### config.mk
export PLATFORM = sky130hd
export DESIGN_NAME = rv32i_core_sequencer
export DESIGN_NICKNAME = d
export VERILOG_FILES = /design/src/rtl/rv32i_seq_pkg.sv /design/src/rtl/rv32i_seq_wait_counter.sv /design/src/rtl/rv32i_core_sequencer.sv
export SDC_FILE = /design/constraint.sdc
export NUM_CORES = 1
export LEC_CHECK = 0
export BUFFER_PORTS_ARGS = -buffer_cell sky130_fd_sc_hd__buf_2
export CAP_MARGIN = 20
export CORE_AREA = 2 2 61 63
export DETAILED_ROUTE_END_ITERATION = 6
export DIE_AREA = 0 0 63 65
export PLACE_DENSITY_LB_ADDON = 0.08
export SETUP_SLACK_MARGIN = 0.2
export SLEW_MARGIN = 20
export SYNTH_ARGS = -nofsm -noshare
export SYNTH_HDL_FRONTEND = slang
export SYNTH_SLANG_ARGS = --single-unit
### constraint.sdc
create_clock -name clk -period 1.9 [get_ports clk]
set_input_delay 0.19 -clock clk [delete_from_list [all_inputs] [get_ports clk]]
set_output_delay 0.19 -clock clk [all_outputs]
set_load 0.02 [all_outputs]
### src/rtl/rv32i_seq_pkg.sv
// Shared encodings for the multi-cycle RV32I sequencer: state codes,
// PC source selects and the mcause values the sequencer can raise.
package rv32i_seq_pkg;

   typedef enum logic [3:0] {
      ST_RESET  = 4'd0,
      ST_FETCH  = 4'd1,
      ST_IWAIT  = 4'd2,
      ST_DECODE = 4'd3,
      ST_EXEC   = 4'd4,
      ST_DREQ   = 4'd5,
      ST_DWAIT  = 4'd6,
      ST_WB     = 4'd7,
      ST_FENCE  = 4'd8,
      ST_PAUSE  = 4'd9,
      ST_TRAP   = 4'd10
   } seq_state_e;

   localparam logic [1:0] PC_SEL_NEXT   = 2'd0;
   localparam logic [1:0] PC_SEL_TARGET = 2'd1;
   localparam logic [1:0] PC_SEL_TRAP   = 2'd2;
   localparam logic [1:0] PC_SEL_RSVD   = 2'd3;

   localparam logic [3:0] CAUSE_INSN_MISALIGNED  = 4'd0;
   localparam logic [3:0] CAUSE_INSN_ACCESS      = 4'd1;
   localparam logic [3:0] CAUSE_ILLEGAL          = 4'd2;
   localparam logic [3:0] CAUSE_BREAKPOINT       = 4'd3;
   localparam logic [3:0] CAUSE_LOAD_MISALIGNED  = 4'd4;
   localparam logic [3:0] CAUSE_LOAD_ACCESS      = 4'd5;
   localparam logic [3:0] CAUSE_STORE_MISALIGNED = 4'd6;
   localparam logic [3:0] CAUSE_STORE_ACCESS     = 4'd7;
   localparam logic [3:0] CAUSE_ECALL_M          = 4'd11;

   // Control-unit flags kept from DECODE (plus the EXEC compare result)
   // so that WB and the data phase can be decoded from registers alone.
   typedef struct packed {
      logic reg_write;
      logic mem_read;
      logic mem_write;
      logic branch;
      logic jump;
      logic csr;
      logic taken;
   } seq_flags_t;

   function automatic logic [3:0] data_fault_cause(input logic is_store, input logic misaligned);
      if (misaligned) return is_store ? CAUSE_STORE_MISALIGNED : CAUSE_LOAD_MISALIGNED;
      return is_store ? CAUSE_STORE_ACCESS : CAUSE_LOAD_ACCESS;
   endfunction

endpackage

### src/rtl/rv32i_seq_wait_counter.sv
// Wait counter shared by the memory timeouts and the PAUSE stall;
// term flags that the count has reached the limit chosen by the caller.
module rv32i_seq_wait_counter #(
   parameter int CNT_W = 8
) (
   input  logic             clk,
   input  logic             rst_n,
   input  logic             clr,
   input  logic             en,
   input  logic [CNT_W-1:0] limit,
   output logic             term
);

   logic [CNT_W-1:0] cnt_q;

   always_ff @(posedge clk or negedge rst_n) begin
      if (!rst_n) begin
         cnt_q <= '0;
      end else if (clr) begin
         cnt_q <= '0;
      end else if (en) begin
         cnt_q <= cnt_q + CNT_W'(1);
      end
   end

   assign term = (cnt_q == limit);

endmodule

### src/rtl/rv32i_core_sequencer.sv
// Multi-cycle control FSM of the non-pipelined RV32I core: one instruction
// in flight, memory handshakes, datapath write enables and trap entry.
module rv32i_core_sequencer
   import rv32i_seq_pkg::*;
#(
   parameter int PAUSE_CYCLES   = 16,
   parameter int TIMEOUT_CYCLES = 255,
   parameter int CNT_W          = 8
) (
   input  logic       clk,
   input  logic       rst_n,
   input  logic       reg_write,
   input  logic       mem_read,
   input  logic       mem_write,
   input  logic       branch,
   input  logic       jump,
   input  logic       fence,
   input  logic       fence_tso,
   input  logic       pause,
   input  logic       ecall,
   input  logic       ebreak,
   input  logic       csr,
   input  logic       illegal,
   input  logic       branch_taken,
   input  logic       addr_misaligned,
   input  logic       target_misaligned,
   output logic       imem_req,
   input  logic       imem_gnt,
   input  logic       imem_rvalid,
   input  logic       imem_err,
   output logic       dmem_req,
   output logic       dmem_we,
   input  logic       dmem_gnt,
   input  logic       dmem_rvalid,
   input  logic       dmem_err,
   input  logic       dmem_idle,
   output logic       ir_we,
   output logic       pc_we,
   output logic [1:0] pc_sel,
   output logic       rf_we,
   output logic       csr_en,
   output logic       instret,
   output logic       trap_valid,
   output logic [3:0] trap_cause,
   output logic [3:0] state_dbg
);

   localparam logic [CNT_W-1:0] TIMEOUT_LIM = CNT_W'(TIMEOUT_CYCLES - 1);
   localparam logic [CNT_W-1:0] PAUSE_LIM   = CNT_W'(PAUSE_CYCLES - 1);

   seq_state_e       state_q, state_d;
   seq_flags_t       flags_q;
   logic [3:0]       cause_q, cause_d;
   logic             cnt_clr, cnt_en, cnt_term;
   logic [CNT_W-1:0] cnt_limit;
   logic             is_mem_op;
   logic             ctrl_xfer;

   assign is_mem_op = flags_q.mem_read | flags_q.mem_write;
   assign ctrl_xfer = flags_q.jump | (flags_q.branch & flags_q.taken);

   // ---------------- state register ----------------
   always_ff @(posedge clk or negedge rst_n) begin
      if (!rst_n) begin
         state_q <= ST_RESET;
         cause_q <= CAUSE_INSN_MISALIGNED;
      end else begin
         state_q <= state_d;
         cause_q <= cause_d;
      end
   end

   always_ff @(posedge clk or negedge rst_n) begin
      if (!rst_n) begin
         flags_q <= '0;
      end else if (state_q == ST_DECODE) begin
         flags_q <= '{reg_write: reg_write, mem_read: mem_read, mem_write: mem_write,
                      branch: branch, jump: jump, csr: csr, taken: 1'b0};
      end else if (state_q == ST_EXEC) begin
         flags_q.taken <= branch_taken;
      end
   end

   // ---------------- next-state logic ----------------
   // cause_d only moves on a transition into TRAP, so trap_cause holds its
   // last value everywhere else.
   always_comb begin
      state_d = state_q;
      cause_d = cause_q;
      case (state_q)
         ST_RESET: state_d = ST_FETCH;
         ST_FETCH: begin
            if (cnt_term) begin
               state_d = ST_TRAP;
               cause_d = CAUSE_INSN_ACCESS;
            end else if (imem_gnt) begin
               state_d = ST_IWAIT;
            end
         end
         ST_IWAIT: begin
            if (imem_rvalid && !imem_err) begin
               state_d = ST_DECODE;
            end else if (imem_rvalid || cnt_term) begin
               state_d = ST_TRAP;
               cause_d = CAUSE_INSN_ACCESS;
            end
         end
         ST_DECODE: begin
            if (illegal) begin
               state_d = ST_TRAP;
               cause_d = CAUSE_ILLEGAL;
            end else if (ebreak) begin
               state_d = ST_TRAP;
               cause_d = CAUSE_BREAKPOINT;
            end else if (ecall) begin
               state_d = ST_TRAP;
               cause_d = CAUSE_ECALL_M;
            end else if (fence || fence_tso) begin
               state_d = ST_FENCE;
            end else if (pause) begin
               state_d = ST_PAUSE;
            end else begin
               state_d = ST_EXEC;
            end
         end
         ST_EXEC: begin
            if (is_mem_op && addr_misaligned) begin
               state_d = ST_TRAP;
               cause_d = data_fault_cause(flags_q.mem_write, 1'b1);
            end else if (is_mem_op) begin
               state_d = ST_DREQ;
            end else if ((flags_q.jump || (flags_q.branch && branch_taken)) && target_misaligned) begin
               state_d = ST_TRAP;
               cause_d = CAUSE_INSN_MISALIGNED;
            end else begin
               state_d = ST_WB;
            end
         end
         ST_DREQ: begin
            if (cnt_term) begin
               state_d = ST_TRAP;
               cause_d = data_fault_cause(flags_q.mem_write, 1'b0);
            end else if (dmem_gnt) begin
               state_d = ST_DWAIT;
            end
         end
         ST_DWAIT: begin
            // A response on the terminal-count cycle still completes normally.
            if (dmem_rvalid && !dmem_err) begin
               state_d = ST_WB;
            end else if (dmem_rvalid || cnt_term) begin
               state_d = ST_TRAP;
               cause_d = data_fault_cause(flags_q.mem_write, 1'b0);
            end
         end
         ST_FENCE: if (dmem_idle) state_d = ST_WB;
         ST_PAUSE: if (cnt_term) state_d = ST_WB;
         ST_WB:    state_d = ST_FETCH;
         ST_TRAP:  state_d = ST_FETCH;
         default:  state_d = ST_RESET;
      endcase
   end

   // ---------------- wait counter control ----------------
   always_comb begin
      cnt_clr   = (state_d != state_q) &&
                  (state_d == ST_FETCH || state_d == ST_DREQ || state_d == ST_PAUSE);
      cnt_en    = (state_q == ST_FETCH) || (state_q == ST_IWAIT) ||
                  (state_q == ST_DREQ)  || (state_q == ST_DWAIT) || (state_q == ST_PAUSE);
      cnt_limit = (state_q == ST_PAUSE) ? PAUSE_LIM : TIMEOUT_LIM;
   end

   rv32i_seq_wait_counter #(
      .CNT_W (CNT_W)
   ) u_wait_cnt (
      .clk   (clk),
      .rst_n (rst_n),
      .clr   (cnt_clr),
      .en    (cnt_en),
      .limit (cnt_limit),
      .term  (cnt_term)
   );

   // ---------------- output decode ----------------
   // ir_we is qualified by a clean response so the IR only loads real data.
   always_comb begin
      imem_req   = 1'b0;
      dmem_req   = 1'b0;
      dmem_we    = 1'b0;
      ir_we      = 1'b0;
      pc_we      = 1'b0;
      pc_sel     = PC_SEL_NEXT;
      rf_we      = 1'b0;
      csr_en     = 1'b0;
      instret    = 1'b0;
      trap_valid = 1'b0;
      trap_cause = cause_q;
      state_dbg  = state_q;
      case (state_q)
         ST_FETCH: imem_req = 1'b1;
         ST_IWAIT: ir_we = imem_rvalid & ~imem_err;
         ST_DREQ: begin
            dmem_req = 1'b1;
            dmem_we  = flags_q.mem_write;
         end
         ST_WB: begin
            pc_we   = 1'b1;
            instret = 1'b1;
            rf_we   = flags_q.reg_write;
            csr_en  = flags_q.csr;
            pc_sel  = ctrl_xfer ? PC_SEL_TARGET : PC_SEL_NEXT;
         end
         ST_TRAP: begin
            trap_valid = 1'b1;
            pc_we      = 1'b1;
            pc_sel     = PC_SEL_TRAP;
         end
         default: ;
      endcase
   end

endmodule

# Yosys cells after proc, flatten, opt, wreduce, memory -nomap -nowiden
# Cells that the tools add are included.
# op_classes
eq_ne	24
reduce_logical	25
bitwise	5
muxes	53
addsub	1
# ops
operator	n
$mux 4	30
$pmux 4 s9	1
$mux 8	3
$pmux 4 s6	1
$eq 4x3->1 const B	5
$eq 4x4->1 const B	4
$mux 1	14
$ne 2x2->1 const B	6
$logic_or 1x1->1	10
$reduce_and 10->1	1
$add 8x1->8 const B	1
$eq 4x1->1 const B	2
$eq 4x2->1 const B	2
$eq 8x8->1	1
$logic_and 1x1->1	6
$mux 2	3
$reduce_bool 6->1	1
$logic_not 4->1	1
$ne 4x4->1	1
$ne 4x4->1 const B	1
$pmux 2 s2	1
$reduce_bool 2->1	2
$ne 3x1->1 const B	1
$ne 3x2->1 const B	1
other kinds (6)	9
# word_totals
output_inout_bits	19
regBits	23
input_bits	24
wordCells	118

# Longest topological paths before layout
# Gate-level depths: netlist (run 1).
# depth
depth_word	12
mapped_depth	9
depth_no_buf	6

# By module
# A second synthesis (run 1) with hierarchy kept.
# hier_totals
hier_cells	180
area_unflattened_um2	1675.4
# by_module_without_submodules
mod	cells_per_inst	seq_area_each_um2	area_per_inst_um2	instances
rv32i_core_sequencer	131	375.4	1199.9	1
rv32i_seq_wait_counter	49	200.2	475.5	1

# Worst setup path before layout (run 1)
# No wires, ideal clock.
# synth_timing
kind	reg-to-reg
start	register state_q[1], in the netlist state_dbg[1]
end	register cause_q[0], in the netlist trap_cause[0]
setup_ps	125
stages_incl_launch_ff	9
required_time_ps	1775
slack_ps	-259
n_path_buf	2
arrival_ps	2034
period_less_slack_ps	2159
path_cell_list	dfrtp_1 -> buf_2 -> nand2b_1 -> buf_2 -> nor2_1 -> mux2i_4 -> or3_1 -> nand4_2 -> mux2_2
# synth_between
elab_chain_cells	6
# synth_rtl
item	line_no	text
start: declaration	rv32i_core_sequencer.sv:51	seq_state_e state_q, state_d;
start signal: assignment	rv32i_core_sequencer.sv:68	state_q <= state_d;
$eq 4x4->1	rv32i_core_sequencer.sv:170	cnt_limit = (state_q == ST_PAUSE) ? PAUSE_LIM : TIMEOUT_LIM;
$mux 8	rv32i_core_sequencer.sv:170	
$eq 8x8->1	rv32i_seq_wait_counter.sv:26	assign term = (cnt_q == limit);
$logic_or 1x1->1 (on tied branches)	rv32i_core_sequencer.sv:151, rv32i_core_sequencer.sv:103	
$ne 2x2->1 (no line)	--	
$reduce_and 10->1 (no line)	--	
end signal: assignment	rv32i_core_sequencer.sv:69	cause_q <= cause_d;
end: declaration	rv32i_core_sequencer.sv:53	logic [3:0] cause_q, cause_d;
# Several ways; a longest one is shown, not always the timed one.
# A chain may end at the register's enable or synchronous reset.

# Worst setup path after layout (run 1)
# layout_timing
start	register u_wait_cnt.cnt_q[4]
end	register cause_q[0], in the netlist trap_cause[0]
# layout_between
elab_chain_cells	4
# layout_rtl
item	line_no	text
start: declaration	rv32i_seq_wait_counter.sv:14	logic [CNT_W-1:0] cnt_q;
start signal: assignment	rv32i_seq_wait_counter.sv:22	cnt_q <= cnt_q + CNT_W'(1);
$eq 8x8->1 (*)	rv32i_seq_wait_counter.sv:26	
$logic_or 1x1->1 (on tied branches)	rv32i_core_sequencer.sv:151, rv32i_core_sequencer.sv:103	
$ne 2x2->1 (no line)	--	
$reduce_and 10->1 (no line) (*)	--	
# Mark *: on every way between the ends. The rest lies on a longest branch, timed or not.

==> metrics.md, run 1 <==
| Metric | Value |
|---|---|
| Status | complete, but fails checks |
| Violated checks | negative setup slack |
| Power consumption | 3.685 mW |
| Max Clock Freq | 0.4970 GHz |
| CP max FO | 4 |
| Clock power share | 0.063 |
| Final core utilization | 0.7219 |
| Yosys cell types | 43 |
| Max-cap violation count | 0 |
| Worst r2r src | u_wait_cnt.cnt_q[4]$_DFFE_PN0P_ |
| Critical Path End | trap_cause[0]$_DFFE_PN0P_ |
| Synth Net Count | 206 |
| Critical path class | reg2reg |
| First-pass DRT Iterations | 4 |
| Iter 0 DRT Violations | 74 |
| Leak | 1.213 nW |
| Crit path max-delay family | simple AND/OR/NAND/NOR gates |
| Total CTS buffers | 3 |
| Global route overflow | 0 |
| Num rows | 22 |
| Syn Inst Count | 181 |
| Hold Crit Start | mem_write |
| Count of pins over their slew limit | 0 |
| Min-Delay Path Class | in2reg |
| Yosys top cell area share | 0.3692 |
| ANT cells | 0 |
| Final Non-Filler Cells | 322 |
| Internal | 2.116 mW |
| Clk sink count | 23 |
| Total GRT Usage | 0.2439 |
| Gr busiest metal | met2 |
| Drt total wl | 4.930 mm |
| Clock Latency Late Sink | 0.31 ns |
| Die ar. | 4095 µm² |
| Met2 Usage GRT | 0.4402 |
| Setup crit end kind | flip-flop |
| CTS root buf | clkbuf_4 |
| Slew headroom | 0.6287 |
| Pwr dens | 1460 nW/µm² |
| Post-synth EDFFs | 0 |
| Post-synth top cells | 26 x nor2_1, 23 x dfrtp_1, 23 x nand2_1 |
| First-pass GRT wire length | 7.797 mm |
| Synth area leader | dfrtp_1 |
| CP startpoint | u_wait_cnt.cnt_q[4]$_DFFE_PN0P_ |
| Ys flop type | dfrtp_1 |
| Synth Cell Area | 1559 µm² |
| Met3 global-route usage | 0.02431 |
| Core Footprint | 3496 µm² |
| Via count of the first global-routing pass | 1675 |
| H-tree level count | 1 |
| Flop-to-flop setup slack | -0.11 ns |
| RSZ-0062 raised after global routing | yes |
| Synth top area cells | dfrtp_1 37%, nor2_1 6.3%, nand2_1 5.5%, mux2_2 4.3%, nand2b_1 4.0% |
| Worst-case clock buffer depth | 2 |
| Setup WS pre-CTS | -0.1534 ns |
| Startpoint Class | flip-flop |
| Placed cell count | 293 |
| Initial antenna violation count | 0 |
| Final WS setup | -0.1121 ns |
| Largest net degree at the start of global routing | 24 |
| CTS clock-pin slew for the worst setup and hold paths | 0.13 ns |
| Routed WL per cell | 15.31 µm |
| DR DRC count | 0 |
| Syn Area/Cell | 8.613 µm² |
| #FFs+latches synth | 23 |
| Area Growth Syn to Fin | 61.88% |
| Final Hold Vio Count | 0 |
| Design area | 2524 µm² |
| Final setup skew | 0.005773 ns |
| Async S/R FF share, synth | 1.000 |
| WP data arrival | 2.23 ns |
| Buffers added on ports | 42 |
| Sw Ratio | 0.4257 |
| Sequential share of power | 0.228 |
| Worst path bufs/invs | 0 |
| Logic gate share of total power | 0.709 |
| Detail Route Antenna Nets | 0 |
| Minimum clock period after layout | 2.012 ns |
| Crit-path cells | nand4_2, or4b_4, mux2i_1, a211o_1, nand4_4, mux2_4 |
| Post-DP Area | 2091 µm² |
| Die Span Y | 65 µm |
| Vias | 1683 |
| I/O pin total | 43 |
| CP Data Required Time | 2.11 ns |
| Sequential area share after synthesis | 0.3692 |
| Reg-to-Reg End | trap_cause[0]$_DFFE_PN0P_ |
| RD Place Congestion | 0.8852 |
| Syn. warnings | 0 |
| Worst slew pin tran | 0.5570 ns |
| CTS tree | built |
| R2R cell count | 6 |
| Most common cell in the netlist | nor2_1 |
| Die W | 63 µm |
| Final Cycle Share | 1.059 |
| Initial Util | 0.4460 |
| Peak VDD IR | 0.0006775 V |
| Sw Pwr | 1.569 mW |
| Setup Viol. Count Final | 13 |
| Drt via density | 5.227 |
| Dpl hpwl | 3.368 mm |
| CP max-delay cell | or4b_4 |
| Layout cells sized above 1 | 0.5438 |
| WP depth | 6 |
| GR Util met1 | 0.2935 |
| Max incr delay on CP | 0.54 ns |
| Nets | 300 |
-- logic make-up after synthesis --
logic type / share of synthesized area
mux: 0.08988
buf+inv: 0.04334
compound gates: 0.1332
xor+xnor: 0.03933
fa+ha+maj: 0.008024
flops: 0.3692
simple gates: 0.3170
-- state kept, by name, summed over array words and instances, names as in the netlist --
name              flops
u_wait_cnt.cnt_q      8
flags_q               7
state_dbg             4
trap_cause            4
-- layer usage --
metal	up-vias	part of all wire	wire length [µm]
met5	-	0	0
met2	48	0.51	2530
li1	822	-	-
met3	12	0.041	204
met1	801	0.42	2065
met4	0	0.027	131
-- cells in the final DEF, fill, tap and decap left out, drive strengths merged, types with 4 or more instances in the layout --
| cell | synthesis | routed |
|---|---|---|
| o211ai | 4 | 4 |
| mux2i | 6 | 6 |
| nand2 | 23 | 23 |
| o21ai | 5 | 5 |
| dfrtp | 23 | 23 |
| o21a | 5 | 5 |
| nor2b | 4 | 4 |
| nand4 | 4 | 4 |
| and2 | 5 | 5 |
| xor2 | 5 | 5 |
| mux2 | 6 | 6 |
| nor3 | 5 | 5 |
| nand2b | 10 | 10 |
| a21oi | 5 | 5 |
| nor2 | 26 | 26 |
| buf | 5 | 100 |
-- worst min path at each step --
stage	cells past startpoint	endpoint
after floorplan	0	flags_q[0]$_DFFE_PN0P_
after global placement	1	state_dbg[3]$_DFF_PN0_
after detailed placement	1	trap_cause[1]$_DFFE_PN0P_
after CTS	3	flags_q[4]$_DFFE_PN0P_
after global routing	3	flags_q[4]$_DFFE_PN0P_
final	3	flags_q[4]$_DFFE_PN0P_
-- final cells by class --
| cell class | instances | area (µm²) |
|---|---|---|
| Fill cell | 277 | 972.2 |
| Tap cell | 48 | 60.06 |
| Sequential cell | 23 | 580.6 |
| Timing Repair Buffer | 101 | 758.2 |
| Clock inverter | 1 | 5.005 |
| Clock buffer | 3 | 22.52 |
| Multi-Input combinational cell | 144 | 1087 |
| Inverter | 2 | 10.01 |
-- power groups by stage --
stage | clock [mW] | combinational, mW | sequential, mW
floorplan | 0 | 1.32 | 0.886
global placement | 0 | 1.87 | 0.891
detailed placement | 0 | 1.91 | 0.907
CTS | 0.250 | 2.47 | 0.837
global route | 0.267 | 2.80 | 0.864
finish | 0.231 | 2.61 | 0.840
-- worst register-to-register path, cell delays in order, from the launching register on --
cell	delay (ns)
dfrtp_1	0.40
nand4_2	0.14
or4b_4	0.54
mux2i_1	0.17
a211o_1	0.19
nand4_4	0.14
mux2_4	0.33
-- metrics by stage --
stage	hold WS, ns	setup TNS, ns
after floorplan	-0.1056	-0.4375
after global placement	0.1993	-0.5070
after detailed placement	0.2073	-1.447
after CTS	0.04592	-0.6190
after global routing	0.04736	-2.339
final	0.06498	-0.7626
-- what timing repair did --
item / in CTS / in global routing
buffers inserted: 20 / 4
gates resized for setup: 41 / 22
pin swaps: 7 / 4
hold buffers: 1 / 0
endpoints found under the hold margin: 23 / 0
endpoints found under the setup margin: 22 / 26
(Power assumes the default switching activity.)
==> inputs of run 2 (changes only) <==
Settings changed: REMOVE_ABC_BUFFERS set to 1.
==> run 2 against run 1 <==
The flow still finishes with violations (negative setup slack). Sequential cell count unchanged. Setup slack improved by 0.023 ns. Count of clock-buffer cells in the layout unchanged. Hold slack got worse by 0.016 ns. Clock power increased by 5%. Die area unchanged. Sequential share of layout area increased by 0.51 points. Critical path type unchanged. Largest power group unchanged.
==> metrics.md, run 2 (synthesis results as in run 1) <==
| Metric | Value |
|---|---|
| Final setup skew | 0.003116 ns (was 0.005773 ns) |
| CTS root buf | clkbuf_4 (unchanged) |
| Clock Latency Late Sink | 0.32 ns (was 0.31 ns) |
| Setup crit end kind | flip-flop (unchanged) |
| CP Data Required Time | 2.12 ns (was 2.11 ns) |
| DR DRC count | 0 (unchanged) |
| Design area | 2459 µm² (was 2524 µm²) |
| Minimum clock period after layout | 1.989 ns (was 2.012 ns) |
| First-pass DRT Iterations | 5 (was 4) |
| Setup Viol. Count Final | 12 (was 13) |
| Initial antenna violation count | 0 (unchanged) |
| Die Span Y | 65 µm (unchanged) |
| Layout cells sized above 1 | 0.5303 (was 0.5438) |
| Iter 0 DRT Violations | 61 (was 74) |
| Min-Delay Path Class | in2reg (unchanged) |
| Fill count | 285 (was 277) |
| Total CTS buffers | 3 (unchanged) |
| Routed WL per cell | 15.29 µm (was 15.31 µm) |
| Multi-input gate area | 1109 µm² (was 1087 µm²) |
| Max FFs per register | 8 (unchanged) |
| Max-cap violation count | 0 (unchanged) |
| Post-DP Area | 2062 µm² (was 2091 µm²) |
| Global route overflow | 0 (unchanged) |
| I/O pin total | 43 (unchanged) |
| H-tree level count | 1 (unchanged) |
| Pwr dens | 1451 nW/µm² (was 1460 nW/µm²) |
| Flop-to-flop setup slack | -0.09 ns (was -0.11 ns) |
| Most common cell after layout, fill and taps aside | buf_4 (unchanged) |
| Clk sink count | 23 (unchanged) |
| Die W | 63 µm (unchanged) |
| Status | complete, but fails checks (unchanged) |
| Largest net degree at the start of global routing | 24 (unchanged) |
| Startpoint Class | flip-flop (unchanged) |
| Slew headroom | 0.6448 (was 0.6287) |
| WP data arrival | 2.21 ns (was 2.23 ns) |
| Drt via density | 5.346 (was 5.227) |
| Final WS setup | -0.08935 ns (was -0.1121 ns) |
| Buffers added on ports | 42 (unchanged) |
| Critical path class | reg2reg (unchanged) |
| Worst-case clock buffer depth | 2 (unchanged) |
| Peak VDD IR | 0.0008305 V (was 0.0006775 V) |
| Worst slew pin tran | 0.5328 ns (was 0.5570 ns) |
| RD Place Congestion | 0.8597 (was 0.8852) |
| Final Hold Vio Count | 0 (unchanged) |
| Initial Util | 0.4460 (unchanged) |
| Hold WS | 0.04900 ns (was 0.06498 ns) |
| Max Clock Freq | 0.5027 GHz (was 0.4970 GHz) |
| CTS clock-pin slew for the worst setup and hold paths | 0.14 ns (was 0.13 ns) |
| Regs by FF count | u_wait_cnt.cnt_q (8), flags_q (7) (unchanged) |
| Setup_tns | -0.5517 ns (was -0.7626 ns) |
| Area Growth Syn to Fin | 57.70% (was 61.88%) |
| Count of pins over their slew limit | 0 (unchanged) |
| Violated checks | negative setup slack (unchanged) |
| Die ar. | 4095 µm² (unchanged) |
| Dpl hpwl | 3.340 mm (was 3.368 mm) |
| Largest reg by FF count | u_wait_cnt.cnt_q (unchanged) |
| CP max FO | 4 (unchanged) |
| First-pass GRT wire length | 7.541 mm (was 7.797 mm) |
| Num rows | 22 (unchanged) |
| Setup WS pre-CTS | -0.1237 ns (was -0.1534 ns) |
| Core Footprint | 3496 µm² (unchanged) |
| Via count of the first global-routing pass | 1625 (was 1675) |
| Nets | 290 (was 300) |
| Most frequent cells in the layout | 38 x buf_4, 33 x buf_2, 23 x nand2_1 (was 44 x buf_4, 34 x buf_2, 23 x nand2_1) |
| Final Cycle Share | 1.047 (was 1.059) |
| Drt total wl | 4.769 mm (was 4.930 mm) |
| Leak | 1.183 nW (was 1.213 nW) |
| Total GRT Usage | 0.2312 (was 0.2439) |
| Detail Route Antenna Nets | 0 (unchanged) |
| FF/Latch Area | 578.1 µm² (was 580.6 µm²) |
| ANT cells | 0 (unchanged) |
| CTS tree | built (unchanged) |
| Vias | 1668 (was 1683) |
| RSZ-0062 raised after global routing | yes (unchanged) |
==> run 2: worst max-delay path, cell delays in order, from the launching register on <==
cell     delay (ns)
dfrtp_1        0.41
nand4_4        0.13
or4b_4         0.55
mux2i_1        0.18
a211o_1        0.19
nand4_4        0.12
mux2_2         0.29
==> run 2: power by group <==
| group | internal (mW) | switching [mW] |
|---|---|---|
| combinational | 1.26 | 1.24 |
| sequential | 0.669 | 0.159 |
| clock | 0.0788 | 0.164 |
| total | 2.01 | 1.56 |
==> run 2: area by class of cell <==
type	count	share of cell area
multi-input combinational	144	0.4509
timing repair buffer	91	0.2743
sequential	23	0.2351
tap	48	0.02443
clock buffer	3	0.009160
inverter	2	0.004071
clock inverter	1	0.002036
==> run 2: per-layer routing <==
metal  part of all wire  global-route usage
met2               0.52              0.4029
met1               0.42              0.2926
met5                  0                   0
met4              0.011             0.09444
met3              0.046             0.02431
==> run 2: path summary, 6_finish.rpt <==
kind,from,to,cells after the start
hold reg to reg,trap_cause[0]$_DFFE_PN0P_,trap_cause[0]$_DFFE_PN0P_,1
setup reg to reg,u_wait_cnt.cnt_q[4]$_DFFE_PN0P_,trap_cause[3]$_DFFE_PN0P_,6
min in group asynchronous,rst_n,state_dbg[3]$_DFF_PN0_,2
setup / recovery,u_wait_cnt.cnt_q[4]$_DFFE_PN0P_,trap_cause[3]$_DFFE_PN0P_,6
max in group asynchronous,rst_n,state_dbg[0]$_DFF_PN0_,2
hold / removal,mem_read,flags_q[5]$_DFFE_PN0P_,3
==> run 2: repair_timing <==
action | CTS | global route
setup buffers | 7 | 2
gates resized for setup | 45 | 29
endpoints found under the hold margin | 23 | 0
hold buffers | 1 | 0
pin swaps | 1 | 4
endpoints found under the setup margin | 22 | 26
==> run 2: through the flow <==
stage / instances / util / power [mW]
floorplan: 169 / - / 1.878
global placement: 298 / 0.5898 / 2.725
detailed placement: 298 / 0.5898 / 2.761
CTS: 310 / 0.6643 / 3.332
global route: 312 / 0.7033 / 3.807
finish: 312 / 0.7033 / 3.569
